--- src/rtl/alu_pkg.sv ---
// alu_pkg: shared types for the execute-stage ALU and the ALU control decoder.
//   alu_op_t    - 4-bit ALU control code
//   alu_state_t - execute FSM state (SHIFT exists only with ALU_SHIFT_EN)
//   XLEN_DEFAULT - default datapath width
// Optional feature macro: ALU_SHIFT_EN
package alu_pkg;

  localparam int XLEN_DEFAULT = 32;

  typedef enum logic [3:0] {
    ALU_AND = 4'b0000,
    ALU_OR  = 4'b0001,
    ALU_ADD = 4'b0010,
    ALU_SUB = 4'b0110,
    ALU_SLL = 4'b0011,
    ALU_SRL = 4'b0100
  } alu_op_t;

  typedef enum logic [1:0] {
    ST_IDLE  = 2'd0,
    ST_DONE  = 2'd1
`ifdef ALU_SHIFT_EN
    ,
    ST_SHIFT = 2'd2
`endif
  } alu_state_t;

endpackage

--- src/rtl/alu_core.sv ---
// alu_core: combinational single-cycle ALU evaluation.
//   i_op     [3:0]  ALU control code
//   i_a, i_b [XLEN] operands
//   o_result [XLEN] AND/OR/ADD/SUB result; 0 for any other code (shift codes
//                   included -- shifts are handled by the iterative path)
module alu_core import alu_pkg::*; #(
  parameter int XLEN = XLEN_DEFAULT
) (
  input  logic [3:0]      i_op,
  input  logic [XLEN-1:0] i_a,
  input  logic [XLEN-1:0] i_b,
  output logic [XLEN-1:0] o_result
);

  always_comb begin
    o_result = '0;
    case (i_op)
      ALU_AND: o_result = i_a & i_b;
      ALU_OR:  o_result = i_a | i_b;
      ALU_ADD: o_result = i_a + i_b;  // wraps, carry dropped
      ALU_SUB: o_result = i_a - i_b;
      default: o_result = '0;
    endcase
  end

endmodule

--- src/rtl/alu_exec_unit.sv ---
// alu_exec_unit: execute-stage ALU with valid/ready handshake.
//   clk, rst_n            clock, async active-low reset
//   flush                 sync abort of in-flight/pending op
//   inValid/inReady       request handshake (aluControl, operandA, operandB)
//   outValid/outReady     result handshake (aluResult, zero)
// Optional feature macro: ALU_SHIFT_EN -- adds iterative SLL/SRL (1 bit/cycle)
// through a SHIFT state; without it shift codes behave as invalid codes.
module alu_exec_unit import alu_pkg::*; #(
  parameter int XLEN    = XLEN_DEFAULT,
  parameter int SHAMT_W = 5
) (
  input  logic            clk,
  input  logic            rst_n,
  input  logic            flush,
  input  logic            inValid,
  output logic            inReady,
  input  logic [3:0]      aluControl,
  input  logic [XLEN-1:0] operandA,
  input  logic [XLEN-1:0] operandB,
  output logic            outValid,
  input  logic            outReady,
  output logic [XLEN-1:0] aluResult,
  output logic            zero
);

  if ((1 << SHAMT_W) != XLEN) begin : g_bad_shamt_w
    $error("alu_exec_unit: SHAMT_W must equal log2(XLEN)");
  end

  alu_state_t      r_state, w_state_nxt, w_xfer_st;
  logic [XLEN-1:0] r_result;
  logic            r_zero;
  logic [XLEN-1:0] w_core_res;
  logic [XLEN-1:0] w_load_val;
  logic            w_xfer;

  alu_core #(.XLEN(XLEN)) u_core (
    .i_op     (aluControl),
    .i_a      (operandA),
    .i_b      (operandB),
    .o_result (w_core_res)
  );

  // A request presented during flush is dropped.
  assign w_xfer = inValid && inReady && !flush;

`ifdef ALU_SHIFT_EN
  logic [XLEN-1:0]    r_shreg;
  logic [SHAMT_W-1:0] r_cnt;
  logic               r_shl;
  logic               w_is_shift, w_go_shift;
  logic [XLEN-1:0]    w_sh_nxt;

  assign w_is_shift = (aluControl == ALU_SLL) || (aluControl == ALU_SRL);
  // shamt 0 short-circuits to DONE with operandA as the result
  assign w_go_shift = w_is_shift && (operandB[SHAMT_W-1:0] != '0);
  assign w_load_val = w_is_shift ? operandA : w_core_res;
  assign w_xfer_st  = w_go_shift ? ST_SHIFT : ST_DONE;
  assign w_sh_nxt   = r_shl ? (r_shreg << 1) : (r_shreg >> 1);

  always_ff @(posedge clk or negedge rst_n) begin
    if (!rst_n) begin
      r_shreg <= '0;
      r_cnt   <= '0;
      r_shl   <= 1'b0;
    end else if (flush) begin
      r_cnt   <= '0;
    end else if (w_xfer && w_go_shift) begin
      r_shreg <= operandA;
      r_cnt   <= operandB[SHAMT_W-1:0];
      r_shl   <= (aluControl == ALU_SLL);
    end else if (r_state == ST_SHIFT) begin
      r_shreg <= w_sh_nxt;
      r_cnt   <= r_cnt - SHAMT_W'(1);
    end
  end
`else
  assign w_load_val = w_core_res;
  assign w_xfer_st  = ST_DONE;
`endif

  // State register
  always_ff @(posedge clk or negedge rst_n) begin
    if (!rst_n) r_state <= ST_IDLE;
    else        r_state <= w_state_nxt;
  end

  // Next-state logic; flush overrides everything
  always_comb begin
    w_state_nxt = r_state;
    if (flush) begin
      w_state_nxt = ST_IDLE;
    end else begin
      case (r_state)
        ST_IDLE: if (w_xfer) w_state_nxt = w_xfer_st;
        // in DONE a transfer implies outReady (inReady passes it through)
        ST_DONE: if (outReady) w_state_nxt = w_xfer ? w_xfer_st : ST_IDLE;
`ifdef ALU_SHIFT_EN
        ST_SHIFT: if (r_cnt == SHAMT_W'(1)) w_state_nxt = ST_DONE;
`endif
        default: w_state_nxt = ST_IDLE;
      endcase
    end
  end

  // Handshake outputs
  always_comb begin
    inReady  = 1'b0;
    outValid = 1'b0;
    case (r_state)
      ST_IDLE: inReady = 1'b1;
      ST_DONE: begin
        outValid = 1'b1;
        inReady  = outReady;
      end
      default: ;
    endcase
  end

  // Result/zero register: only written on completion, never cleared by flush
  always_ff @(posedge clk or negedge rst_n) begin
    if (!rst_n) begin
      r_result <= '0;
      r_zero   <= 1'b1;
`ifdef ALU_SHIFT_EN
    end else if (w_xfer && !w_go_shift) begin
      r_result <= w_load_val;
      r_zero   <= (w_load_val == '0);
    end else if (!flush && r_state == ST_SHIFT && r_cnt == SHAMT_W'(1)) begin
      r_result <= w_sh_nxt;
      r_zero   <= (w_sh_nxt == '0);
    end
`else
    end else if (w_xfer) begin
      r_result <= w_load_val;
      r_zero   <= (w_load_val == '0);
    end
`endif
  end

  assign aluResult = r_result;
  assign zero      = r_zero;

endmodule

--- config.mk ---
export PLATFORM = sky130hd
export DESIGN_NAME = alu_exec_unit
export DESIGN_NICKNAME = d
export VERILOG_FILES = /design/src/rtl/alu_pkg.sv /design/src/rtl/alu_core.sv /design/src/rtl/alu_exec_unit.sv
export SDC_FILE = /design/constraint.sdc
export NUM_CORES = 1
export LEC_CHECK = 0
export BUFFER_PORTS_ARGS = -buffer_cell sky130_fd_sc_hd__buf_2
export CAP_MARGIN = 20
export CORE_UTILIZATION = 45
export DETAILED_ROUTE_END_ITERATION = 16
export PLACE_DENSITY = 0.71
export SLEW_MARGIN = 30
export SYNTH_ARGS = -nofsm -noshare
export SYNTH_HDL_FRONTEND = slang
export SYNTH_SLANG_ARGS = --single-unit
export TNS_END_PERCENT = 30
--- constraint.sdc ---
create_clock -name clk -period 2.4 [get_ports clk]
set_clock_uncertainty 0.15 [all_clocks]
set_input_delay 0.36 -clock clk [delete_from_list [all_inputs] [get_ports clk]]
set_output_delay 0.36 -clock clk [all_outputs]
set_load 0.02 [all_outputs]
After elaboration in Yosys (flattened, before gate mapping)
Cells that the tools add are included.
{"block": "totals", "reg_bits": 35, "elab_cells": 28, "in_bits": 73}
{"block": "op_classes", "muxes": 8, "bitwise": 2, "eq_ne": 6, "addsub": 2, "reduce_logical": 7}
{"op": "32-bit one-hot mux with 4 select lines", "n": 1}
{"op": "32-bit adder", "n": 1}
{"op": "32-bit AND", "n": 1}
{"op": "32-bit zero test", "n": 1}
{"op": "32-bit OR", "n": 1}
{"op": "32-bit subtractor", "n": 1}
{"op": "2-bit 2-to-1 mux", "n": 3}
{"op": "3-bit inequality test, second input constant", "n": 2}
{"op": "4-bit by 1-bit equality test with 1-bit output, second input constant", "n": 1}
{"op": "4-bit by 2-bit equality test with 1-bit output, second input constant", "n": 1}
{"op": "4-bit by 3-bit equality test with 1-bit output, second input constant", "n": 1}
{"op": "4-bit zero test", "n": 1}
{"op": "2-bit one-hot mux with 2 select lines", "n": 1}
{"op": "2-bit by 1-bit equality test with 1-bit output, second input constant", "n": 1}
{"op": "1-bit logical AND", "n": 2}
{"op": "2-bit zero test", "n": 1}
{"op": "1-bit 2-to-1 mux", "n": 2}
{"op": "1-bit one-hot mux with 2 select lines", "n": 1}
{"op": "2-bit AND reduction", "n": 1}
{"op": "1-bit zero test", "n": 1}

Depth between registers and ports, before layout
{"block": "depth", "word_depth": 8, "depth_mapped": 21, "mapped_depth_nobuf": 20}

Hierarchy
A second synthesis with hierarchy kept.
{"block": "unflattened", "hier_cells": 522, "area_unflattened_um2": 4511.8}
{"mod": "alu_core", "seq_area_each_um2": 0.0, "cells_each": 434, "n_inst": 1, "area_each_um2": 3017.9}
{"mod": "alu_exec_unit", "seq_area_each_um2": 852.1, "cells_each": 88, "n_inst": 1, "area_each_um2": 1493.9}

Worst setup path after synthesis
Ideal clock, no wire load.
{"block": "synth_path", "path_type": "input to register", "start": "in operandB[4]", "end": "reg r_zero, in the netlist zero", "t_required_ps": 2154, "stages": 19, "path_slack_ps": -2420, "path_buffers": 1, "t_arrival_ps": 4575, "setup_ps": 96, "path_cell_list": "or3_4 -> or3_4 -> or3_4 -> nor4_4 -> inv_1 -> o21ai_0 -> xor2_1 -> ha_1 -> buf_2 -> a21o_1 -> a211o_1 -> a2111oi_2 -> o21bai_1 -> or3_1 -> mux2i_1 -> o31ai_1 -> a2111oi_2 -> nand4_1 -> o32ai_1"}
{"block": "synth_via", "elab_chain_len": 3, "word_cells_on_any_way": 6, "classes_between": "add/sub: 2; mux: 1; bitwise: 2; reduce/logical: 1"}
{"item": "start, declared", "line": "alu_exec_unit.sv:19", "rtl": "input logic [XLEN-1:0] operandB,"}
{"item": "32-bit subtractor (tied with other cells)", "line": "alu_core.sv:21", "rtl": "ALU_SUB: o_result = i_a - i_b;"}
{"item": "32-bit one-hot mux with 4 select lines (*)", "line": "alu_core.sv:17", "rtl": "case (i_op)"}
{"item": "32-bit zero test (*)", "line": "alu_exec_unit.sv:136", "rtl": "r_zero <= (w_load_val == '0);"}
{"item": "end signal, assigned", "line": "alu_exec_unit.sv:136"}
{"item": "end, declared", "line": "alu_exec_unit.sv:32", "rtl": "logic r_zero;"}
Every way passes the cells marked *; elsewhere a longest branch is shown, timed or not.
A chain may end at the register's enable or synchronous reset.

Worst setup path after layout
{"block": "layout_path", "start": "in operandB[0]", "end": "reg r_zero, in the netlist zero"}
Same word-level chain as after synthesis.

==> results.json <==
{
  "status": "finished with violations",
  "violations": "negative setup slack",
  "ios": 108,
  "vias_per_cell": 5.817,
  "antenna_left": 0,
  "syn_inst": 639,
  "drive_gt1_frac": 0.5010,
  "path_buf_inv": 2,
  "p_sw_frac": 0.4261,
  "vias": 6364,
  "fp.dieW_um": 105.3,
  "drtPass1Iterations": 5,
  "synth_warnings": 0,
  "antenna_found_initial": 0,
  "initial_core_util": 0.4655,
  "setup_viol": 30,
  "setup_tns_ns": -42.01,
  "slowest_delay_ns": 0.42,
  "layout_setup_ws_ns": -2.392,
  "place_ws_ns": -2.687,
  "drc": 0,
  "rows": 37,
  "synth_edf_count": 0,
  "grt_pass1_wl_um": 30190,
  "coreArea_mm2": 0.01032,
  "clock-sinks": 34,
  "synth_nets": 747,
  "antenna_cells": 0,
  "cap_violations": 0,
  "grt_max_degree": 60,
  "hold_class": "input pin to flip-flop",
  "drt_iter0_drc": 580,
  "die-height_um": 105.3,
  "intPower_uw": 1918,
  "combPwrFrac": 0.668,
  "path_delay_family": "simple AND/OR/NAND/NOR gates",
  "synthTopCellsByArea": "dfrtp_1 17%, ha_1 8.9%, a21oi_1 6.4%, xor2_1 5.3%, maj3_1 5.0%",
  "grt_usage": 0.3430,
  "worstPathArrival_ns": 4.83,
  "avgSynthCellArea_um2": 7.521,
  "crit_top_cell": "or3_4",
  "worst-path-stages": 19,
  "power_leakage_uw": 0.003753,
  "wl_met1_um": 8449,
  "met3_length_um": 1620,
  "cts.clk_slew.worst_paths_ns": 0.07,
  "startpoint": "operandB[0]",
  "slew_viol_final": 0,
  "max_slew_margin": 0.5251,
  "seqPwrFrac": 0.212,
  "crit_slowest_cell": "or3_4",
  "totalWireLength_um": 19990,
  "nets": 1065,
  "ys_async_sr_fraction": 1.000,
  "reg2reg_depth": 9,
  "r2r_end": "zero",
  "hold_viol": 0,
  "r2r_slack_ns": -0.05,
  "dieArea_mm2": 0.01110,
  "ys_types": 71,
  "max_freq_ghz": 0.2087,
  "cts_root_buffer": "clkbuf_8",
  "ys_seq_area_frac": 0.1773,
  "worst-setup-path-type": "input pin to flip-flop",
  "yosys.area.top_type": "dfrtp_1",
  "rr_startpoint": "r_state[0]",
  "highest_layer": "met4",
  "crit_chain": "buf_6 > or3_4 > or3_4 > or3_4 > nor4_4 > inv_2 > o21ai_2 > xor2_1 > ha_1 > a21o_1 > a211o_1 > a2111oi_4 > o21bai_1 > or3_1 > mux2i_1 > o31ai_2 > a2111oi_2 > nand4_1 > o32ai_1",
  "mostFrequentLayoutCell": "buf_4",
  "fin_crit_ns": 4.792,
  "hpwl_um": 15510,
  "yosysTopAreaCellShare": 0.1718,
  "rsz0062_at_grt": "yes",
  "pwr-share-clk": 0.119,
  "worst_pin_slew_ns": 0.7123,
  "yosys_register_bits": 34,
  "insertion_delay_ns": 0.28,
  "gr-total-overflow": 0,
  "cts_buffer_depth": 2,
  "p_sw_uw": 1424,
  "fin_crit_sh": 1.997,
  "cts_tree": "done",
  "grt_pass1_vias": 5963,
  "cp.required_ns": 2.44,
  "p_per_area_mw_per_mm2": 417.3,
  "cp-end-kind": "flip-flop",
  "cp-start-kind": "input pin",
  "gp_routability_congestion": 1.009,
  "vdd.ir_drop.worst_mv": 0.5248,
  "dr_wl_met2_um": 9327,
  "cts_buffers": 5,
  "ys.flop_type": "dfrtp_1",
  "areaGrowthSynthToFinish_pct": 66.68,
  "io_buffers": 107,
  "syn_area_mm2": 0.004806,
  "htreeDepth": 2,
  "path_max_fanout": 3,
  "layout_common_cells": "221 x buf_4, 105 x buf_2, 58 x nor2_1",
  "wl_per_cell_um": 18.27,
  "crit_end": "zero"
}
==> area by class of cell <==
cell class / instances / area [µm²]
clock buffer: 6 / 72.57
clock inverter: 2 / 10.01
fill: 727 / 2313
inverter: 17 / 66.31
multi-input combinational: 555 / 4453
sequential: 34 / 852.1
tap: 136 / 170.2
timing repair buffer: 344 / 2386
==> logic make-up (layout without fill, tap and decap cells) <==
logic type,after synthesis,count (layout),share of synthesized area
adder cells (fa/ha/maj),59,59,0.1427
AO/OA/AOI/OAI,208,208,0.2890
AND/OR/NAND/NOR,228,228,0.2364
XOR/XNOR,49,49,0.09086
multiplexers,11,11,0.02447
flip-flops,34,34,0.1773
buffers and inverters,50,369,0.03931
==> through the flow <==
step           std cells  hold WS [ns]  power [µW]  instance area (µm²)    util
3_5_place_dp        1065        0.3023        2590                 7111  0.6888
2_1_floorplan        639      -0.08559        1700                 4940       -
3_3_place_gp        1065        0.2888        2541                 7111  0.6888
4_1_cts             1083        0.1136        3113                 7566  0.7329
6_report            1094        0.1174        3342                 8010  0.7759
5_1_grt             1094        0.1111        3524                 8010  0.7759
==> Yosys cell counts (5+ instances only) <==
library cell	number
a211oi_1	9
mux2_2	5
clkbuf_1	29
dfrtp_1	33
a31oi_1	13
and2_1	9
o211ai_1	10
o21a_1	12
nand3_1	12
nor3_1	26
xnor2_1	19
a21oi_1	61
xor2_1	29
or3_1	8
a21o_1	12
a22oi_1	10
ha_1	34
mux2i_1	5
nand2_1	61
nor2b_1	5
nand4_1	5
o21ai_0	32
inv_1	17
o31ai_1	10
maj3_1	24
nor2_1	63
nor4_1	9
==> worst min-delay path by stage <==
stage               start       endpoint  slack, ns  depth (start not counted)
global placement    rst_n  aluResult[30]       0.29                          1
global route        flush     r_state[0]       0.11                          2
finish              flush     r_state[0]       0.12                          2
detailed placement  rst_n  aluResult[31]       0.30                          1
CTS                 flush     r_state[0]       0.11                          2
floorplan           rst_n   aluResult[0]      -0.09                          0
==> sequential cells by signal, indices dropped and copies added (netlist names) <==
register,cells
aluResult,32
r_state,1
zero,1
==> power by group through the flow <==
stage | Combinational (µW) | Sequential [µW] | Clock [µW]
floorplan | 872 | 828 | 0
global placement | 1830 | 713 | 0
detailed placement | 1870 | 720 | 0
CTS | 2000 | 710 | 403
global route | 2370 | 719 | 432
finish | 2230 | 710 | 399
==> layer usage <==
metal | vias up | track usage
met5 | - | 0
met4 | 0 | 0.09557
met3 | 53 | 0.05009
met2 | 296 | 0.5691
met1 | 3000 | 0.4619
li1 | 3015 | -
==> repair_timing <==
| action | in CTS | in global routing |
|---|---|---|
| setup endpoints to repair | 30 | 30 |
| endpoints found under the hold margin | 17 | 0 |
| pin swaps | 47 | 34 |
| buffers inserted | 9 | 12 |
| hold buffers | 1 | 0 |
| gates resized for setup | 71 | 75 |
(Power assumes the default switching activity.)
